<file path="src/rtl/mips_pc_pkg.sv">
//------------------------------------------------------------------------------
// Module : mips_pc_pkg
// Brief  : Shared constants, state and next-PC select encodings for pc_unit.
// Rev    : 1.0 - initial release
//------------------------------------------------------------------------------
`default_nettype none

package mips_pc_pkg;

    localparam logic [31:0] c_RESET_PC_DEFAULT = 32'h0000_0000;

    typedef enum logic [0:0] {
        RUN       = 1'b0,
        HOLD_PEND = 1'b1
    } pc_state_t;

    // Priority-resolved source of a new redirect; the pending leg is muxed separately.
    localparam logic [1:0] c_SEL_SEQ = 2'b00;
    localparam logic [1:0] c_SEL_BR  = 2'b01;
    localparam logic [1:0] c_SEL_J   = 2'b10;
    localparam logic [1:0] c_SEL_JR  = 2'b11;

endpackage

`default_nettype wire

</file>
<file path="src/rtl/pc_unit_adder_32.sv">
//------------------------------------------------------------------------------
// Module : adder_32
// Brief  : 32-bit ripple-carry adder, sum modulo 2^32 (carry-out dropped).
// Rev    : 1.0 - initial release
//------------------------------------------------------------------------------
`default_nettype none

module adder_32 (
    input  logic [31:0] a,
    input  logic [31:0] b,
    output logic [31:0] sum
);

    logic [31:0] w_carry;

    assign w_carry[0] = 1'b0;

    genvar i;
    generate
        for (i = 0; i < 32; i = i + 1) begin : g_bit
            assign sum[i] = a[i] ^ b[i] ^ w_carry[i];
            if (i < 31) begin : g_carry
                assign w_carry[i+1] = (a[i] & b[i]) | (w_carry[i] & (a[i] ^ b[i]));
            end
        end
    endgenerate

endmodule

`default_nettype wire

</file>
<file path="src/rtl/pc_unit.sv">
//------------------------------------------------------------------------------
// Module : pc_unit
// Brief  : Program counter with prioritized redirects, stall and buffered redirect.
// Rev    : 1.0 - initial release
//------------------------------------------------------------------------------
`default_nettype none

module pc_unit
    import mips_pc_pkg::*;
#(
    parameter logic [31:0] RESET_PC = c_RESET_PC_DEFAULT
) (
    input  logic        clk,
    input  logic        reset,
    input  logic        stall,
    input  logic        branch_taken,
    input  logic [31:0] shifted_offset,
    input  logic        jump,
    input  logic [25:0] jump_index,
    input  logic        jr,
    input  logic [31:0] jr_addr,
    output logic [31:0] pc,
    output logic [31:0] pc_plus4,
    output logic        redirect_pending,
    output logic        misaligned_err
);

    pc_state_t   r_state;
    logic [31:0] r_pc;
    logic [31:0] r_pend_target;
    logic        r_misaligned;

    logic [31:0] w_pc_plus4;
    logic [31:0] w_branch_target;
    logic [31:0] w_jump_target;
    logic [31:0] w_jr_target;
    logic [1:0]  w_sel;
    logic        w_new_redir;
    logic [31:0] w_new_target;

    adder_32 u_add_plus4 (
        .a   (r_pc),
        .b   (32'd4),
        .sum (w_pc_plus4)
    );

    adder_32 u_add_branch (
        .a   (w_pc_plus4),
        .b   (shifted_offset),
        .sum (w_branch_target)
    );

    assign w_jump_target = {w_pc_plus4[31:28], jump_index, 2'b00};
    assign w_jr_target   = {jr_addr[31:2], 2'b00};
    assign w_new_redir   = jr | jump | branch_taken;

    always_comb begin
        w_sel = c_SEL_SEQ;
        if (jr)
            w_sel = c_SEL_JR;
        else if (jump)
            w_sel = c_SEL_J;
        else if (branch_taken)
            w_sel = c_SEL_BR;
    end

    always_comb begin
        w_new_target = w_pc_plus4;
        case (w_sel)
            c_SEL_JR:  w_new_target = w_jr_target;
            c_SEL_J:   w_new_target = w_jump_target;
            c_SEL_BR:  w_new_target = w_branch_target;
            c_SEL_SEQ: w_new_target = w_pc_plus4;
            default:   w_new_target = w_pc_plus4;
        endcase
    end

    always_ff @(posedge clk) begin
        if (reset) begin
            r_pc          <= RESET_PC;
            r_state       <= RUN;
            r_pend_target <= 32'h0;
            r_misaligned  <= 1'b0;
        end else begin
            // Flag tracks any JR request, even one that loses priority or is stalled.
            if (jr && (jr_addr[1:0] != 2'b00))
                r_misaligned <= 1'b1;

            if (!stall) begin
                if (w_new_redir) begin
                    r_pc    <= w_new_target;
                    r_state <= RUN;
                end else if (r_state == HOLD_PEND) begin
                    r_pc    <= r_pend_target;
                    r_state <= RUN;
                end else begin
                    r_pc <= w_pc_plus4;
                end
            end else if (w_new_redir) begin
                r_pend_target <= w_new_target;
                r_state       <= HOLD_PEND;
            end
        end
    end

    assign pc               = r_pc;
    assign pc_plus4         = w_pc_plus4;
    assign redirect_pending = (r_state == HOLD_PEND);
    assign misaligned_err   = r_misaligned;

endmodule

`default_nettype wire

</file>
<file path="config.mk">
export PLATFORM = sky130hd
export DESIGN_NAME = pc_unit
export DESIGN_NICKNAME = d
export VERILOG_FILES = /design/src/rtl/mips_pc_pkg.sv /design/src/rtl/pc_unit_adder_32.sv /design/src/rtl/pc_unit.sv
export SDC_FILE = /design/constraint.sdc
export NUM_CORES = 1
export LEC_CHECK = 0
export CORE_MARGIN = 10
export CORE_UTILIZATION = 40
export CTS_CLUSTER_SIZE = 40
export DETAILED_ROUTE_END_ITERATION = 16
export PLACE_DENSITY = 0.71
export SYNTH_ARGS = -nofsm -noshare
export SYNTH_HDL_FRONTEND = slang
export SYNTH_SLANG_ARGS = --single-unit
export TNS_END_PERCENT = 100
</file>
<file path="constraint.sdc">
create_clock -name clk -period 21.3 [get_ports clk]
set_input_delay 2.13 -clock clk [delete_from_list [all_inputs] [get_ports clk]]
set_output_delay 2.13 -clock clk [all_outputs]
set_load 0.02 [all_outputs]
</file>
==> summary.md, run 1 <==
| Metric | Value |
|---|---|
| Final std cells w/o fill | 827 |
| GP Congestion | 0.9001 |
| Clock power frac | 37.5% |
| DIE AREA | 17060 µm² |
| Initial antenna violation count | 0 |
| Synthesis Warnings | 0 |
| Tcrit/Tclk final | 74.83% |
| RSZ-0062 raised after global routing | no |
| Wire length per cell | 21.85 µm |
| Max Cap Viol | 0 |
| Static leakage | 2.662 nW |
| Routed WL | 18070 µm |
| #FFs+latches synth | 66 |
| Worst rel slew slack | about a fifth |
| Netlist cell types | 44 |
| Crit-path max FO | 2 |
| Register area | roughly 1300 µm² |
| Number of flops mapped to enable cells by yosys | 0 |
| IO Count | 162 |
| Cell-internal power | 0.3007 mW |
| HP Class | reg -> reg |
| WL met3 | 1774 µm |
| Post-synth top area cell | dfxtp_1 |
| CP most frequent cell | fa_1 |
| Final setup TNS | 0 ns |
| Final critical-path required period | around 16 ns |
| Remaining Overflow, GRT | 0 |
| Placed cells | 811 |
| Root buf cell | clkbuf_16 |
| H-tree depth | 3 |
| CTS tree | built |
| Diode count | 0 |
| Final Hold Viols | 0 |
| Worst-skew pair later-pin latency | 0.33 ns |
| Total Power | 0.4329 mW |
| Largest net degree at the start of global routing | 68 |
| Die W | 130.6 µm |
| DP Wirelength | roughly 13000 µm |
| Syn avg cell area | 8.995 µm² |
| CP arrival | roughly 16 ns |
| Yosys top cell area share | 27.00% |
| Setup WS pre-CTS | 4.933 ns |
| Total Routing Usage GR | 21.09% |
| Core area | 12010 µm² |
| First-pass GRT wire length | 28150 µm |
| DRT Pass-1 Iters | 5 |
| Critical path class | in -> reg |
| Post-synth top cells | dfxtp_1 (66), nand2_1 (56), a21oi_1 (46) |
| Area growth, synth to finish | 38.71% |
| Detail Route Antenna Nets | 0 |
| Crit-path slowest cell | fa_1 |
| Status | finished clean |
| Drt drc | 0 |
| Power Density | around 64 nW/µm² |
| Post-synthesis sequential area ratio | 27.00% |
| Clk_skew | around 0.0050 ns |
| Post-cts sizing count | 0 |
| Max Slew Vio Count | 0 |
| CP Capture Type | flop |
| Worst vdd ir | approximately 33 µV |
| Crit path largest cell delay | 0.47 ns |
| Synth Instances | 544 |
| Routed vias | 4924 |
| Finished Cell Area | 6788 µm² |
| WHS | 0.4505 ns |
| Num CTS Buffers | 9 |
| First-iteration detailed-routing DRC count | 485 |
| CTS sink cnt | between 60 and 70 |
| Syn Nets | roughly 700 |
| # Post-CTS Setup Buffers | 0 |
| Clk slew on worst S/H paths | 0.06 ns |
| IO buf count | 161 |
| Synth async-reset ratio | 0% |
| Post-layout util | between 50% and 60% |
| Vias per std cell | a little under 6 |
| Die H | 130.6 µm |
| Highest Clock Rate | 62.74 MHz |
| Site row count | 40 |
| Routed wl met2 | approximately 8600 µm |
| Startpoint Class | input port |
| Ranking of synthesized cells by area | dfxtp_1 (27%), fa_1 (12%), ha_1 (7.4%) |
| Worst-margin pin slew | between 1 and 1.5 ns |
| Post-Syn Area | 4893 µm² |
| Sequential share of power | between 30% and 40% |
| Met1 WL | 7408 µm |
| Net switching power | 0.1323 mW |
| # hold bufs at CTS | 0 |
| Fraction of layout instances using a drive strength above 1 | 6.618% |
| Clock Path Buffers | 2 |
| Ys flop type | dfxtp_1 |
| Critical path required time | 21.55 ns |
| Sw Ratio | 30.55% |
| Most frequent cell after synthesis | dfxtp_1 |
| Uppermost layer routed | met4 |
| Vias in the first global route | a little over 5k |
| Initial core utilization | 40.74% |
| Placed inst area | 6467 µm² |
| Fin worst setup slack | 5.361 ns |
| Multi-input gate area | 3248 µm² |
| Logic pwr share | just over 30% |
| Nets | 830 |
| Final-layout fill cell count | 1098 |
| Setup violators final | 0 |
==> critical path: cells and delay by family <==
family	cells	cell delay, ns
adder cells (fa/ha/maj)	31	12.48
buffers and inverters	5	0.67
AND/OR/NAND/NOR	1	0.18
XOR/XNOR	1	0.18
AO/OA/AOI/OAI	2	0.50
==> worst paths after layout <==
check | start | end | slack [ns] | cells past startpoint
setup reg to reg | pc[0] | r_pend_target[31] | 7.23 | 39
hold reg to reg | r_pend_target[0] | r_pend_target[0] | 0.45 | 2
hold / removal | r_pend_target[0] | r_pend_target[0] | 0.45 | 2
setup / recovery | shifted_offset[0] | r_pend_target[31] | 5.36 | 40
==> registers in the layout, indices dropped and copies added (netlist names) <==
register / cells
misaligned_err: 1
r_pend_target: 32
pc: 32
redirect_pending: 1
==> layout by cell type (no fill, tap or decap), types with 2 or more instances in the layout <==
master / instances
o221ai_1: 17
o2111ai_1: 15
a211o_1: 11
o21ai_1: 9
nor3_1: 3
inv_1: 13
nand3_1: 15
ha_1: 29
bufinv_16: 2
fa_1: 30
o21ai_0: 13
mux2_2: 11
mux2i_1: 17
clkinv_2: 2
clkbuf_16: 9
a211oi_1: 33
o211ai_1: 2
nor3_2: 2
clkdlybuf4s50_1: 158
nor2_1: 21
dfxtp_1: 65
xor2_1: 2
nand2_1: 56
a21oi_1: 46
o22ai_1: 12
a221o_1: 12
nand2b_1: 28
nor2b_1: 16
buf_4: 8
buf_2: 3
==> cell type report <==
type                            count  share of cell area [%]
Timing Repair Buffer              169                   24.41
Tap cell                          147                   2.710
Clock buffer                       11                   3.576
Multi-Input combinational cell    414                   47.85
Clock inverter                      5                   1.143
Inverter                           15                  0.8295
Sequential cell                    66                   19.48
==> layer usage <==
metal	global-route usage, %	up-vias
li1	-	2270
met1	26.24	2393
met2	34.40	233
met3	5.802	28
met4	7.260	0
met5	0	-
==> logic make-up (layout without fill, tap and decap cells) <==
family | count (synthesis) | in the layout | synth area share [%]
AND/OR/NAND/NOR | 152 | 152 | 15.65
adder cells (fa/ha/maj) | 59 | 59 | 19.69
XOR/XNOR | 2 | 2 | 0.3580
buffers and inverters | 64 | 200 | 6.724
AO/OA/AOI/OAI | 173 | 173 | 24.57
multiplexers | 28 | 28 | 6.009
flip-flops | 66 | 66 | 27.00
==> power by group through the flow <==
stage               Sequential [mW]  Combinational [mW]  Clock (mW)
floorplan                     0.146              0.0707           0
global placement              0.141               0.128           0
detailed placement            0.142               0.131           0
CTS                           0.139               0.133       0.164
global route                  0.140               0.144       0.169
finish                        0.139               0.132       0.162
No activity file was read; power rests on OpenSTA's default activity.
==> run 2, diff against run 1 <==
--- a/config.mk
+++ b/config.mk
@@ -9,7 +9,7 @@
 export CORE_UTILIZATION = 40
 export CTS_CLUSTER_SIZE = 40
 export DETAILED_ROUTE_END_ITERATION = 16
-export PLACE_DENSITY = 0.71
+export PLACE_DENSITY = 0.74
 export SYNTH_ARGS = -nofsm -noshare
 export SYNTH_HDL_FRONTEND = slang
 export SYNTH_SLANG_ARGS = --single-unit
==> constraint.sdc (replaced) <==
create_clock -name clk -period 13.6 [get_ports clk]
set_input_delay 1.36 -clock clk [delete_from_list [all_inputs] [get_ports clk]]
set_output_delay 1.36 -clock clk [all_outputs]
set_load 0.02 [all_outputs]
==> run 2 against run 1 <==
Compared with the run above:
- register-to-register slack lost 6.3 ns
- worst setup slack got worse by 5.2 ns
- highest routed layer unchanged
- largest power group is now sequential cells
- sequential share of layout area down 0.12 points
- clock power is 33% higher
- total power is 50% higher
- sequential cell count did not move
- clock-buffer cell count increased by 2
- via count increased by 1.7%
- die area unchanged
- global-route usage increased by 0.70 points
- first-iteration DRC count is the same
==> summary.md, run 2 (synthesis results as in run 1) <==
| Metric | Value |
|---|---|
| Status | finished clean |
| GP Congestion | 0.8912 |
| Detail Route Antenna Nets | 0 |
| Final critical-path required period | 13.41 ns |
| CTS tree | built |
| Register area | approximately 1300 µm² |
| Clk slew on worst S/H paths | 0.05 ns |
| Highest Clock Rate | about 75 MHz |
| Die W | 130.6 µm |
| IO Count | 162 |
| CTS sink cnt | between 60 and 70 |
| Sw Ratio | approximately a third |
| DIE AREA | approximately 17000 µm² |
| Placed cells | 811 |
| Logic pwr share | 33.0% |
| Worst-skew pair later-pin latency | 0.34 ns |
| Final-layout fill cell count | 1070 |
| Crit-path max FO | 2 |
| Static leakage | ~2.6 nW |
| Worst-margin pin slew | approximately 1.2 ns |
| Total Power | 0.6477 mW |
| Total Routing Usage GR | 21.79% |
| Max Slew Vio Count | 0 |
| FF-to-FF setup slack | 0.94 ns |
| Root buf cell | clkbuf_16 |
| Diode count | 0 |
| First-iteration detailed-routing DRC count | just under 500 |
| Nets | 830 |
| H-tree depth | 3 |
| Num CTS Buffers | 9 |
| Final std cells w/o fill | ~830 |
| DP Wirelength | 12880 µm |
| Area growth, synth to finish | 39.61% |
| First-pass GRT wire length | 29010 µm |
| CP most frequent cell | fa_2 |
| Vias in the first global route | 5183 |
| Crit-path slowest cell | fa_2 |
| IO buf count | 161 |
| WHS | 0.4451 ns |
| Remaining Overflow, GRT | 0 |
| Critical path required time | 13.85 ns |
| Power Density | ~95 nW/µm² |
| # hold bufs at CTS | 0 |
| Setup WS pre-CTS | -0.9371 ns |
| Routed WL | 18830 µm |
| Site row count | 40 |
| # Post-CTS Setup Buffers | 0 |
| Fraction of layout instances using a drive strength above 1 | a little under an eighth |
| Clk_skew | a little over 0.01 ns |
| HP Class | reg -> reg |
| Cell-internal power | around 0.44 mW |
| Worst rel slew slack | approximately 22% |
| Drt drc | 0 |
| Tcrit/Tclk final | roughly 100% |
| Crit path largest cell delay | 0.42 ns |
| Wire length per cell | 22.77 µm |
| RSZ-0062 raised after global routing | yes |
| Max Cap Viol | 0 |
| Sequential share of power | 33.7% |
| CP arrival | 13.67 ns |
| Clock Path Buffers | 2 |
| Vias per std cell | 6.053 |
| Core area | 12010 µm² |
| Largest net degree at the start of global routing | between 60 and 70 |
| DRT Pass-1 Iters | 6 |
| Die H | around 130 µm |
| Startpoint Class | input port |
| Initial core utilization | 40.74% |
| Critical path class | in -> reg |
| CP Capture Type | flop |
| Routed vias | approximately 5.0k |
| Initial antenna violation count | 0 |
| Worst vdd ir | roughly 75 µV |
| Commonest non-fill, non-tap cell in the layout | clkdlybuf4s50_1 |
| Multi-input gate area | 3343 µm² |
| Net switching power | 0.2105 mW |
| Setup violators final | 0 |
| Most frequent cells in the layout | clkdlybuf4s50_1 (155), dfxtp_1 (65), nand2_1 (56) |
| Clock power frac | 33.3% |
| Fin worst setup slack | 0.1893 ns |
| Final Hold Viols | 0 |
## run 2: cell types whose count changed in the layout (fill, tap and decap cells not counted), sizes merged
cell	delta
clkdlybuf4s50	-3
clkbuf	+2
buf	+1
clkinv	+1
bufinv	-2
clkdlybuf4s15	+1
dlymetal6s2s	+1
clkinvlp	-1
## run 2: critical path, delay by kind of cell
family | cells | cell delay (ns)
adders and majority gates | 31 | 11.09
buffers and inverters | 5 | 0.29
AOI/OAI and AO/OA | 2 | 0.53
xor gates and xnor gates | 1 | 0.18
and+or+nand+nor | 1 | 0.19
## run 2: power by group through the flow
stage                     clock network (mW)  registers [mW]  logic [mW]
final                                  0.216           0.218       0.214
after global placement                     0           0.221       0.204
after floorplan                            0           0.228       0.113
after global routing                   0.225           0.220       0.232
after CTS                              0.218           0.218       0.213
after detailed placement                   0           0.222       0.209
## run 2: through the flow
step | area [µm²] | utilization (%) | TNS, ns
detailed placement | 6518 | 54.26 | -4.310
CTS | 6809 | 56.69 | 0
finish | 6832 | 56.88 | 0
floorplan | 4943 | - | 0
global route | 6832 | 56.88 | -0.3320
global placement | 6518 | 54.26 | -3.018
## run 2: routing by layer
layer / share of wire (%) / up-vias / GRT usage [%]
met1: 41 / 2456 / 26.52
li1: - / 2266 / -
met4: 2.6 / 0 / 8.044
met5: 0 / - / 0
met2: 49 / 249 / 35.24
met3: 8.0 / 35 / 7.051
## run 2: repair_timing
item,in CTS,in global routing
setup endpoints to repair,6,6
resized for setup,19,6
pin swaps,2,3
## run 2: area by class of cell
| cell class | instances | share of cell area, % |
|---|---|---|
| tap | 147 | 2.692 |
| clock inverter | 3 | 0.2198 |
| clock buffer | 13 | 3.663 |
| inverter | 15 | 0.8242 |
| sequential | 66 | 19.36 |
| timing repair buffer | 169 | 24.30 |
| multi-input combinational | 414 | 48.94 |
## run 2: final timing paths
| path | startpoint | endpoint | depth (start not counted) |
|---|---|---|---|
| worst min-delay path | misaligned_err | misaligned_err | 2 |
| worst max-delay path | shifted_offset[0] | r_pend_target[31] | 40 |
| worst min register to register | misaligned_err | misaligned_err | 2 |
| worst max register to register | pc[0] | r_pend_target[31] | 39 |
==> run 3, diff against run 2 <==
--- a/config.mk
+++ b/config.mk
@@ -7,6 +7,7 @@
 export LEC_CHECK = 0
 export CORE_MARGIN = 10
 export CORE_UTILIZATION = 40
+export CTS_CLUSTER_DIAMETER = 150
 export CTS_CLUSTER_SIZE = 40
 export DETAILED_ROUTE_END_ITERATION = 16
 export PLACE_DENSITY = 0.74
==> results of run 3 <==
The final DEF is identical to that of run 2; final timing and power are the same.
==> RTL edit 1, RTL diff (settings of run 2) <==
Add an input register stage for `shifted_offset`, without a reset; this delays it by one clock. The other inputs are not delayed to match.
--- a/src/rtl/pc_unit.sv
+++ b/src/rtl/pc_unit.sv
@@ -25,6 +25,12 @@
     output logic        misaligned_err
 );
 
+    logic [31:0] shifted_offset_q;
+
+    always_ff @(posedge clk) begin
+        shifted_offset_q <= shifted_offset;
+    end
+
     pc_state_t   r_state;
     logic [31:0] r_pc;
     logic [31:0] r_pend_target;
@@ -46,7 +52,7 @@
 
     adder_32 u_add_branch (
         .a   (w_pc_plus4),
-        .b   (shifted_offset),
+        .b   (shifted_offset_q),
         .sum (w_branch_target)
     );
 
Behaviour: not the same (Yosys sat finds a counterexample within 4 cycles, from zero or initial values and one cycle with reset high).
==> RTL edit 1 against run 2 <==
- routed wire length decreased by 12%
- sequential cell count is 32 higher
- cell area up 12%
- worst setup slack improved by 0.29 ns
- total power is 23% higher
- synthesized cell count increased by 8.6%
- synthesized area rose by 16%
==> RTL edit 1: results (changes against run 2) <==
| Metric | Value |
|---|---|
| Top cells by count, synth | dfxtp_1, nand2_1, inv_1 |
| WS Path Type | reg2reg |
| Overall routing resource usage | 16.5% (-5.3 points) |
| Clock Pin Slew Worst Setup and Hold Paths | 0.07 ns (+0.02 ns) |
| Net count, final | 872 (+5.1%) |
| Drt wl/cell | 18.3 µm (-20%) |
| Hold wc startpoint | r_pend_target[1] |
| Initial DRT Pass Iterations | 7 (+1) |
| Mapped Cells | 591 (+8.6%) |
| HPWL after DPL | 11.3 mm (-12%) |
| Global placer's final weighted congestion | 0.802 (-10%) |
| Via density per instance | 5.58 (-7.8%) |
| Finished Core Util | 55.2% (-1.7 points) |
| Slowest stage delay, CP | 0.44 ns (+0.02 ns) |
| Met3 usage | 4.83% (-2.2 points) |
| Netlist cell types | 37 (-16%) |
| 1st-iter DRT viols | 268 (-45%) |
| Final setup margin | 0.478 ns (+0.289 ns) |
| Outcome | complete, no violations |
| Sequential share of the synthesized area | 34.7% (+7.7 points) |
| Syn_nets | 746 (+6.7%) |
| Met2 WL post-DR | 8.50 mm (-6.9%) |
| Skew-Pair Late Insertion Delay | 0.36 ns (+0.02 ns) |
| Clock Skews | 0.00760 ns (-0.00249 ns) |
| Number of global-route vias before repair | 5358 (+3.4%) |
| Placed cells | 886 (+9.2%) |
| Worst slack, placed | -0.566 ns (+0.371 ns) |
| Pleak | 3.04 nW (+17%) |
| Filler Cell Count | 1201 (+12%) |
| Met2 GRT Util | 29.1% (-6.1 points) |
| Hold path endpoint | r_pend_target[1] |
| Top post-synthesis cells by area | dfxtp_1, fa_1, ha_1 |
| Crit. Startpoint | pc[0] |
| Worst IR Drop VDD | 0.0000636 V (-15%) |
| Finished Layout Cells | 902 (+9.1%) |
| Met3 routed WL | 929 µm (-38%) |
| M1 wire length | 6.78 mm (-12%) |
| GR Layer Usage met1 | 18.6% (-7.9 points) |
RTL edit 1: area by class of cell:
cell class / count / area share [%]
clock buffer: 10 / 2.99
clock inverter: 6 / 1.19
inverter: 39 / 1.91
multi-input combinational: 399 / 43.7
sequential: 98 / 25.7
tap: 180 / 2.94
timing repair buffer: 170 / 21.6
RTL edit 1: cells by family after synthesis:
logic type,Yosys count,share of synthesized area (%)
AO/OA/AOI/OAI,187,27.1
XOR/XNOR,2,0.310
adder cells (fa/ha/maj),59,17.0
buffers and inverters,94,7.14
flip-flops,98,34.7
multiplexers,3,0.531
AND/OR/NAND/NOR,148,13.2
RTL edit 1: where the power goes:
part / total (W) / switching (W) / internal [W]
registers: 0.000323 / 0.0000161 / 0.000307
logic: 0.000200 / 0.000101 / 0.0000992
clock network: 0.000276 / 0.000115 / 0.000162
total: 0.000799 / 0.000231 / 0.000568
RTL edit 1: repair_timing:
item,4_1_cts,5_1_grt
pin swaps,0,0
gates resized for setup,12,6
cloned,0,0
setup endpoints to repair,6,5
==> RTL edit 2, RTL diff (flow settings as in run 2) <==
Without the edit above. Register the output `misaligned_err` once more; this adds one clock of latency there. The other outputs are not delayed to match.
--- a/src/rtl/pc_unit.sv
+++ b/src/rtl/pc_unit.sv
@@ -106,7 +106,9 @@
     assign pc               = r_pc;
     assign pc_plus4         = w_pc_plus4;
     assign redirect_pending = (r_state == HOLD_PEND);
-    assign misaligned_err   = r_misaligned;
+    always_ff @(posedge clk) begin
+        misaligned_err <= r_misaligned;
+    end
 
 endmodule
 
Formal check against the unedited RTL: not equivalent (a bounded check fails within 4 cycles, from zero or initial values and one cycle with reset high).
==> RTL edit 2 against run 2 <==
- sequential power increased by 2%
- die area increased by 2.0%
- via count decreased by 2.0%
- synthesized area increased by 2.4%
- worst setup slack improved by 0.031 ns
- critical path depth unchanged
- cell area increased by 2.5%
- non-clock buffer count decreased by 1
- cell count increased by 1.2%
- total power increased by 5.1%
- sequential cell count increased by 1
- hold slack got worse by 0.094 ns
- clock power increased by 14%
- routed wire length decreased by 7.0%
- largest cell class unchanged
==> RTL edit 2: results (changes against run 2) <==
| Metric | Value |
|---|---|
| Vias | 4907 (-2.0%) |
| Clock Skews | 0.00850 ns (-0.00159 ns) |
| Finished Layout Cells | 837 (+1.2%) |
| Pleak | 2.61 nW (+0.25%) |
| Syn_nets | 691 (-1.1%) |
| 1st-iter DRT viols | 419 (-14%) |
| Number of global-route vias before repair | 5171 (-0.23%) |
| Worst slack, placed | -0.955 ns (-0.0181 ns) |
| WHS Path Cells | 0 (-2) |
| Dpl cell area | 0.00662 mm² (+1.6%) |
| Power density cells | 97.2 mW/mm² (+2.5%) |
| Sequential share of the synthesized area | 26.8% (-0.23 points) |
| Flop pwr share | 32.6% (-1.1 points) |
| First-pass GRT wire length | 28.0 mm (-3.5%) |
| Adder-cell share of the synthesized area | 19.2% (-0.46 points) |
| M1 wire length | 7.35 mm (-4.5%) |
| Initial DRT Pass Iterations | 5 (-1) |
| Netlist cell types | 48 (+9.1%) |
| Global placer's final weighted congestion | 0.881 (-1.1%) |
| Met2 WL post-DR | 8.23 mm (-9.9%) |
| CP max FO | 2 (unchanged) |
| Final count of hold timing violations | 0 (unchanged) |
| Top FF cell, synth | dfxtp_1 |
| Filler Cell Count | 1082 (+1.1%) |
| Skew-Pair Late Insertion Delay | 0.32 ns (-0.02 ns) |
| Top cells by count, synth | dfxtp_1, nand2_1, a211oi_1 |
| Post-Synth XOR/XNOR Area | 0.350% (-0.0084 points) |
| Outcome | complete, no violations |
| Mapped Cells | 536 (-1.5%) |
| Clock share of power | 36.3% (+3.0 points) |
| Met3 routed WL | 1.54 mm (+1.9%) |
| Psw | 0.000208 W (-1.4%) |
| Top post-synthesis cells by area | dfxtp_1, fa_1, ha_1 |
| CP Data Arrival Time | 13.62 ns (-0.05 ns) |
| HPWL after DPL | 12.3 mm (-4.2%) |
| Post-Route WL | 17.5 mm (-7.0%) |
| Relative slew slack | 16.4% (-5.9 points) |
| Share of cells above drive strength 1 | 14.6% (+2.7 points) |
| Net count, final | 820 (-1.2%) |
==> RTL edit 2: cell count changes in the layout (fill, tap and decap cells not counted), sizes merged, moves of 7 or more <==
cell | before | now
nand3 | 15 | 6
a211oi | 34 | 49
nor2 | 22 | 30
o2111ai | 15 | 22
mux2i | 17 | 24
mux2 | 11 | 4
a21oi | 46 | 37
a211o | 11 | 4
a221o | 12 | 4
nand2 | 57 | 50
o22ai | 12 | 5
o221ai | 17 | 24
==> RTL edit 2: final timing paths <==
check,from,end,slack (ns)
max reg2reg,pc[0],r_pend_target[31],0.98
min,r_misaligned,misaligned_err,0.35
max,shifted_offset[0],r_pend_target[31],0.22
min reg2reg,r_misaligned,misaligned_err,0.35
==> RTL edit 2: cell type report <==
type	instances	area (µm²)	share of cell area, %
multi-input cells	404	3430	49.0
repair buffers	168	1650	23.5
flip-flops and latches	67	1340	19.2
clock buffers	14	284	4.06
well taps	168	210	3.00
inverters	15	58.8	0.840
clock inverters	1	30.0	0.429
==> RTL edit 2: routing by layer <==
metal	GRT usage, %	vias to the layer above
met1	24.1	2356
met5	0	-
li1	-	2244
met2	31.6	274
met3	5.95	33
met4	6.12	0
==> RTL edit 2: cell families (layout without fill, tap and decap cells) <==
logic type | after synthesis | count (layout)
buffers and inverters | 65 | 198
XOR/XNOR | 2 | 2
flip-flops | 67 | 67
adder cells (fa/ha/maj) | 59 | 59
multiplexers | 28 | 28
AND/OR/NAND/NOR | 147 | 147
AO/OA/AOI/OAI | 168 | 168
==> RTL edit 2: per-stage QoR <==
step | util [%] | hold WS, ns
global route | 57.6 | 0.371
CTS | 57.2 | 0.354
finish | 57.6 | 0.351
detailed placement | 54.5 | 0.342
floorplan | - | 0.331
global placement | 54.5 | 0.340
